<file path="src/rtl/video_timing_gen.sv">
// Raster timing generator: walks (hcnt, vcnt) over the full frame and emits registered
// blank, sync, line/frame markers and a one-cycle-early pixel fetch request.
module video_timing_gen #(
    parameter int unsigned H_ACTIVE = 640,
    parameter int unsigned H_FP     = 16,
    parameter int unsigned H_SYNC   = 96,
    parameter int unsigned H_BP     = 48,
    parameter int unsigned V_ACTIVE = 480,
    parameter int unsigned V_FP     = 10,
    parameter int unsigned V_SYNC   = 2,
    parameter int unsigned V_BP     = 33,
    parameter bit          HS_POL   = 1'b0,
    parameter bit          VS_POL   = 1'b0
) (
    input  logic        iCLK,
    input  logic        iRESET,
    input  logic        iENABLE,
    output logic [11:0] oX,
    output logic [11:0] oY,
    output logic        oBLANK,
    output logic [1:0]  oCTL,
    output logic        oLINE_START,
    output logic        oFRAME_START,
    output logic        oPIX_REQ
);

    localparam logic [11:0] HT_M1    = 12'(H_ACTIVE + H_FP + H_SYNC + H_BP - 1);
    localparam logic [11:0] VT_M1    = 12'(V_ACTIVE + V_FP + V_SYNC + V_BP - 1);
    localparam logic [11:0] H_ACT    = 12'(H_ACTIVE);
    localparam logic [11:0] V_ACT    = 12'(V_ACTIVE);
    localparam logic [11:0] HS_START = 12'(H_ACTIVE + H_FP);
    localparam logic [11:0] HS_END   = 12'(H_ACTIVE + H_FP + H_SYNC);
    localparam logic [11:0] VS_START = 12'(V_ACTIVE + V_FP);
    localparam logic [11:0] VS_END   = 12'(V_ACTIVE + V_FP + V_SYNC);
    localparam logic [1:0]  CTL_IDLE = {~VS_POL, ~HS_POL};

    typedef enum logic [0:0] {StIdle, StRun} state_e;

    state_e      state_q, state_d;
    logic [11:0] hcnt_q, hcnt_d, vcnt_q, vcnt_d;
    logic        blank_q, blank_d;
    logic [1:0]  ctl_q, ctl_d;
    logic        line_start_q, line_start_d;
    logic        frame_start_q, frame_start_d;
    logic        pix_req_q, pix_req_d;
    logic [23:0] run_next;
    logic [23:0] look_next;

    // Raster successor of (h, v), packed as {h, v}.
    function automatic logic [23:0] next_pos(input logic [11:0] h, input logic [11:0] v);
        logic [11:0] nh;
        logic [11:0] nv;
        if (h == HT_M1) begin
            nh = 12'd0;
            nv = (v == VT_M1) ? 12'd0 : v + 12'd1;
        end else begin
            nh = h + 12'd1;
            nv = v;
        end
        return {nh, nv};
    endfunction

    always_comb begin
        state_d       = StIdle;
        hcnt_d        = 12'd0;
        vcnt_d        = 12'd0;
        blank_d       = 1'b1;
        ctl_d         = CTL_IDLE;
        line_start_d  = 1'b0;
        frame_start_d = 1'b0;
        pix_req_d     = 1'b0;
        run_next      = next_pos(hcnt_q, vcnt_q);
        look_next     = 24'd0;
        if (iENABLE) begin
            state_d = StRun;
            // Leaving IDLE always starts the raster at (0,0); no resume.
            if (state_q == StRun) begin
                hcnt_d = run_next[23:12];
                vcnt_d = run_next[11:0];
            end
            blank_d       = (hcnt_d >= H_ACT) || (vcnt_d >= V_ACT);
            ctl_d[0]      = (hcnt_d >= HS_START && hcnt_d < HS_END) ? HS_POL : ~HS_POL;
            ctl_d[1]      = (vcnt_d >= VS_START && vcnt_d < VS_END) ? VS_POL : ~VS_POL;
            line_start_d  = (hcnt_d == 12'd0);
            frame_start_d = (hcnt_d == 12'd0) && (vcnt_d == 12'd0);
            look_next     = next_pos(hcnt_d, vcnt_d);
            pix_req_d     = (look_next[23:12] < H_ACT) && (look_next[11:0] < V_ACT);
        end
    end

    always_ff @(posedge iCLK or posedge iRESET) begin
        if (iRESET) begin
            state_q       <= StIdle;
            hcnt_q        <= 12'd0;
            vcnt_q        <= 12'd0;
            blank_q       <= 1'b1;
            ctl_q         <= CTL_IDLE;
            line_start_q  <= 1'b0;
            frame_start_q <= 1'b0;
            pix_req_q     <= 1'b0;
        end else begin
            state_q       <= state_d;
            hcnt_q        <= hcnt_d;
            vcnt_q        <= vcnt_d;
            blank_q       <= blank_d;
            ctl_q         <= ctl_d;
            line_start_q  <= line_start_d;
            frame_start_q <= frame_start_d;
            pix_req_q     <= pix_req_d;
        end
    end

    assign oX           = hcnt_q;
    assign oY           = vcnt_q;
    assign oBLANK       = blank_q;
    assign oCTL         = ctl_q;
    assign oLINE_START  = line_start_q;
    assign oFRAME_START = frame_start_q;
    // (0,0) is the next position whenever IDLE sees enable high, so request it right away.
    assign oPIX_REQ     = pix_req_q | (state_q == StIdle && iENABLE && !iRESET);

endmodule

</file>
<file path="config.mk">
export PLATFORM = sky130hd
export DESIGN_NAME = video_timing_gen
export DESIGN_NICKNAME = d
export VERILOG_FILES = /design/src/rtl/video_timing_gen.sv
export SDC_FILE = /design/constraint.sdc
export NUM_CORES = 1
export LEC_CHECK = 0
export CAP_MARGIN = 20
export CORE_MARGIN = 10
export CORE_UTILIZATION = 35
export CTS_BUF_LIST = sky130_fd_sc_hd__clkbuf_8
export DETAILED_ROUTE_END_ITERATION = 7
export PLACE_DENSITY = 0.58
export SLEW_MARGIN = 10
export SYNTH_ARGS = -nofsm -noshare
export SYNTH_HDL_FRONTEND = slang
export SYNTH_SLANG_ARGS = --single-unit
</file>
<file path="constraint.sdc">
create_clock -name iCLK -period 3.1 [get_ports iCLK]
set_input_delay 0.465 -clock iCLK [delete_from_list [all_inputs] [get_ports iCLK]]
set_output_delay 0.465 -clock iCLK [all_outputs]
set_load 0.005 [all_outputs]
</file>
==> results.md <==
* Status: complete, no violations
* GRT Residual Overflow at 0
* Syn avg cell area at 8.34 um^2
* Share of layout cells above drive strength 1 at 19.1%
* Design Power at 0.890 mW
* Mapped Cells at 266
* Die W at 99.6 um
* WS Path Type: flip-flop to flip-flop
* CP required at 3.29 ns
* Max VDD drop at 0.000237 V
* Crit-path most repeated cell: or4_4
* Fin crit period at 2.98 ns
* Crit path DAT at 3.17 ns
* Seq/Total Area, Yosys at 35.1%
* GPL Wtd Cong at 0.943
* Xor/xnor share of the synthesized area at 6.31%
* Port bufs at 32
* First-pass GRT wire length at 12.1 mm
* Num ports at 33
* GRT Util Overall at 14.9%
* CP Cell Sequence: ha_2 > xnor2_1 > or4_4 > or4_1 > or3_1 > or4_4 > a2111oi_4
* Clock latency on the worst-skew pair at 0.29 ns
* Synthesized area at 2220 um^2
* Starting Density at 36.8%
* Clock Skews at 0.00576 ns
* Tightest Pin Transition at 0.581 ns
* Core outline area at 6030 um^2
* Post-Synth Simple-Gate Area at 37.3%
* Total Wirelength at 7.34 mm
* Final hold vios at 0
* Post-synth EDFFs at 0
* CP max stage delay at 0.51 ns
* Mux cell area share after synthesis at 1.35%
* Hold slack at 0.591 ns
* Synth Area in Adders at 1.69%
* Clock transition at path regs at 0.07 ns
* Row count at 28
* Pwr/cell area at 299 nW/um^2
* CTS tree: built
* Setup TNS at 0 ns
* Post-route cell area at 2980 um^2
* WL/cell at 18.6 um
* CP max FO at 6
* Setup violators final at 0
* Largest family of logic cells by synthesized area: simple AND/OR/NAND/NOR gates
* Max-slew violation count at 0
* Synth Register Bits at 31
* Global Route met2 Usage at 22.5%
* Clock sink count at 31
* Synth unique cells at 57
* CP max stage cell: or4_4
* Die Y at 99.6 um
* Final Core Density at 49.4%
* Routed vias at 2346
* Die Area at 9930 um^2
* # fillers at 601
* Initial DRC count at 176
* Global routing's busiest layer: met2
* Final nets at 324
* Layout area overhead at 34.2%
* HPWL after DPL at 5.51 mm
* Total inserted antenna cells at 0
* Vias in the first global route at 2199
* Commonest cells after routing, fill and taps aside: nor2_1, clkdlybuf4s50_1, buf_4
* Compound-Gate Fraction of Synth Area at 13.2%
* TritonCTS buffer count at 5
* Nature of the critical path endpoint: flip-flop
* MaxCap Viol Count at 0
* Slew headroom at 60.9%
* Synthesized Nets at 272
* Vias per cell at 5.95
* Initial antenna violation count at 0
* Met3 Resource Use GR at 4.43%
* Max Freq at 336 MHz
* Asr flop ratio synth at 100%
* Leakage at 1.18 nW
* Type of origin of the critical path: flip-flop
* Worst hold path class: input pin to async pin
* Met1 usage at 20.0%
* DRC errors left at 0
* Main synth FF type: dfrtp_1
* DRT Pass-1 Iters at 5
* Root buffer cell: clkbuf_8
* Yosys warns at 0
* Period utilisation layout at 96.1%
* Largest net degree at the start of global routing at 32
* CTS Buffer Depth at 2
* Count of hold-fix buffers inserted at cts at 0
* Dpl cell area at 2760 um^2
* Commonest non-fill, non-tap cell in the layout: nor2_1
* H-tree level count at 2
* Post-route ant nets at 0
==> state kept, by name (all words and copies together), names as in the netlist <==
name	flops
oX	12
oY	12
oCTL	2
oBLANK	1
oFRAME_START	1
oLINE_START	1
pix_req_q	1
state_q	1
==> stage by stage <==
| stage | cells | setup slack (ns) |
|---|---|---|
| 3_5_place_dp | 384 | 0.0511 |
| 2_1_floorplan | 266 | 0.131 |
| 5_1_grt | 394 | -0.0593 |
| 3_3_place_gp | 384 | 0.165 |
| 4_1_cts | 392 | 0.0402 |
| 6_report | 394 | 0.120 |
==> kinds of logic (layout without fill, tap and decap cells) <==
group	Yosys count	in the layout
xor gates and xnor gates	16	16
DFF	31	31
muxes	3	3
AOI/OAI and AO/OA	43	43
buffers and inverters	26	79
adders and majority gates	3	3
and+or+nand+nor	144	144
==> layer usage <==
layer	up-vias	wire, um
li1	1089	-
met1	1143	3310
met2	94	3250
met3	20	639
met4	0	146
met5	-	0
==> worst paths after layout <==
path                            startpoint           to  slack (ns)  cells past startpoint
worst max register to register       oX[0]    pix_req_q        0.12                      7
min in group iCLK                    oX[0]        oX[0]        0.60                      2
worst min register to register       oX[0]        oX[0]        0.60                      2
worst min-delay path                iRESET  oLINE_START        0.59                      3
worst max-delay path                 oX[0]    pix_req_q        0.12                      7
max in group asynchronous           iRESET      oCTL[1]        2.18                      3
==> cell type report <==
class                      instances  area [um^2]  area share, %
sequential                        31          782           26.3
clock inverter                     2         35.0           1.18
timing repair buffer              60          531           17.8
clock buffer                       6         82.6           2.77
tap                               75         93.8           3.15
multi-input combinational        209         1410           47.4
inverter                          11         41.3           1.39
==> repair_timing <==
| item | CTS | global route |
|---|---|---|
| resized for setup | 0 | 18 |
| setup endpoints to repair | 0 | 2 |
| buffers inserted | 0 | 2 |
==> where the power goes <==
group	internal (mW)	switching (mW)	total, mW
logic	0.0215	0.0321	0.0536
registers	0.410	0.00222	0.412
clock network	0.260	0.164	0.425
==> worst max-delay path: cells and delay by family, from the launching register on <==
family	cells	cell delay [ns]
compound gates	1	0.36
xor+xnor	1	0.15
fa+ha+maj	1	0.23
flops	1	0.39
simple gates	4	1.75
==> synthesized netlist by cell type, types with 6 or more instances <==
library cell | number | area share, %
nor2_1 | 33 | 5.6
dfrtp_1 | 28 | 32
nand2_1 | 18 | 3.0
nand4_1 | 13 | 3.7
nand3_1 | 11 | 2.5
nor4_1 | 11 | 3.1
o21ai_0 | 11 | 2.5
inv_1 | 10 | 1.7
xnor2_1 | 10 | 3.9
buf_2 | 8 | 1.8
nor3_1 | 8 | 1.8
a21oi_1 | 7 | 1.6
clkbuf_1 | 6 | 1.0
xor2_1 | 6 | 2.4
No activity file was read; power rests on OpenSTA's default activity.
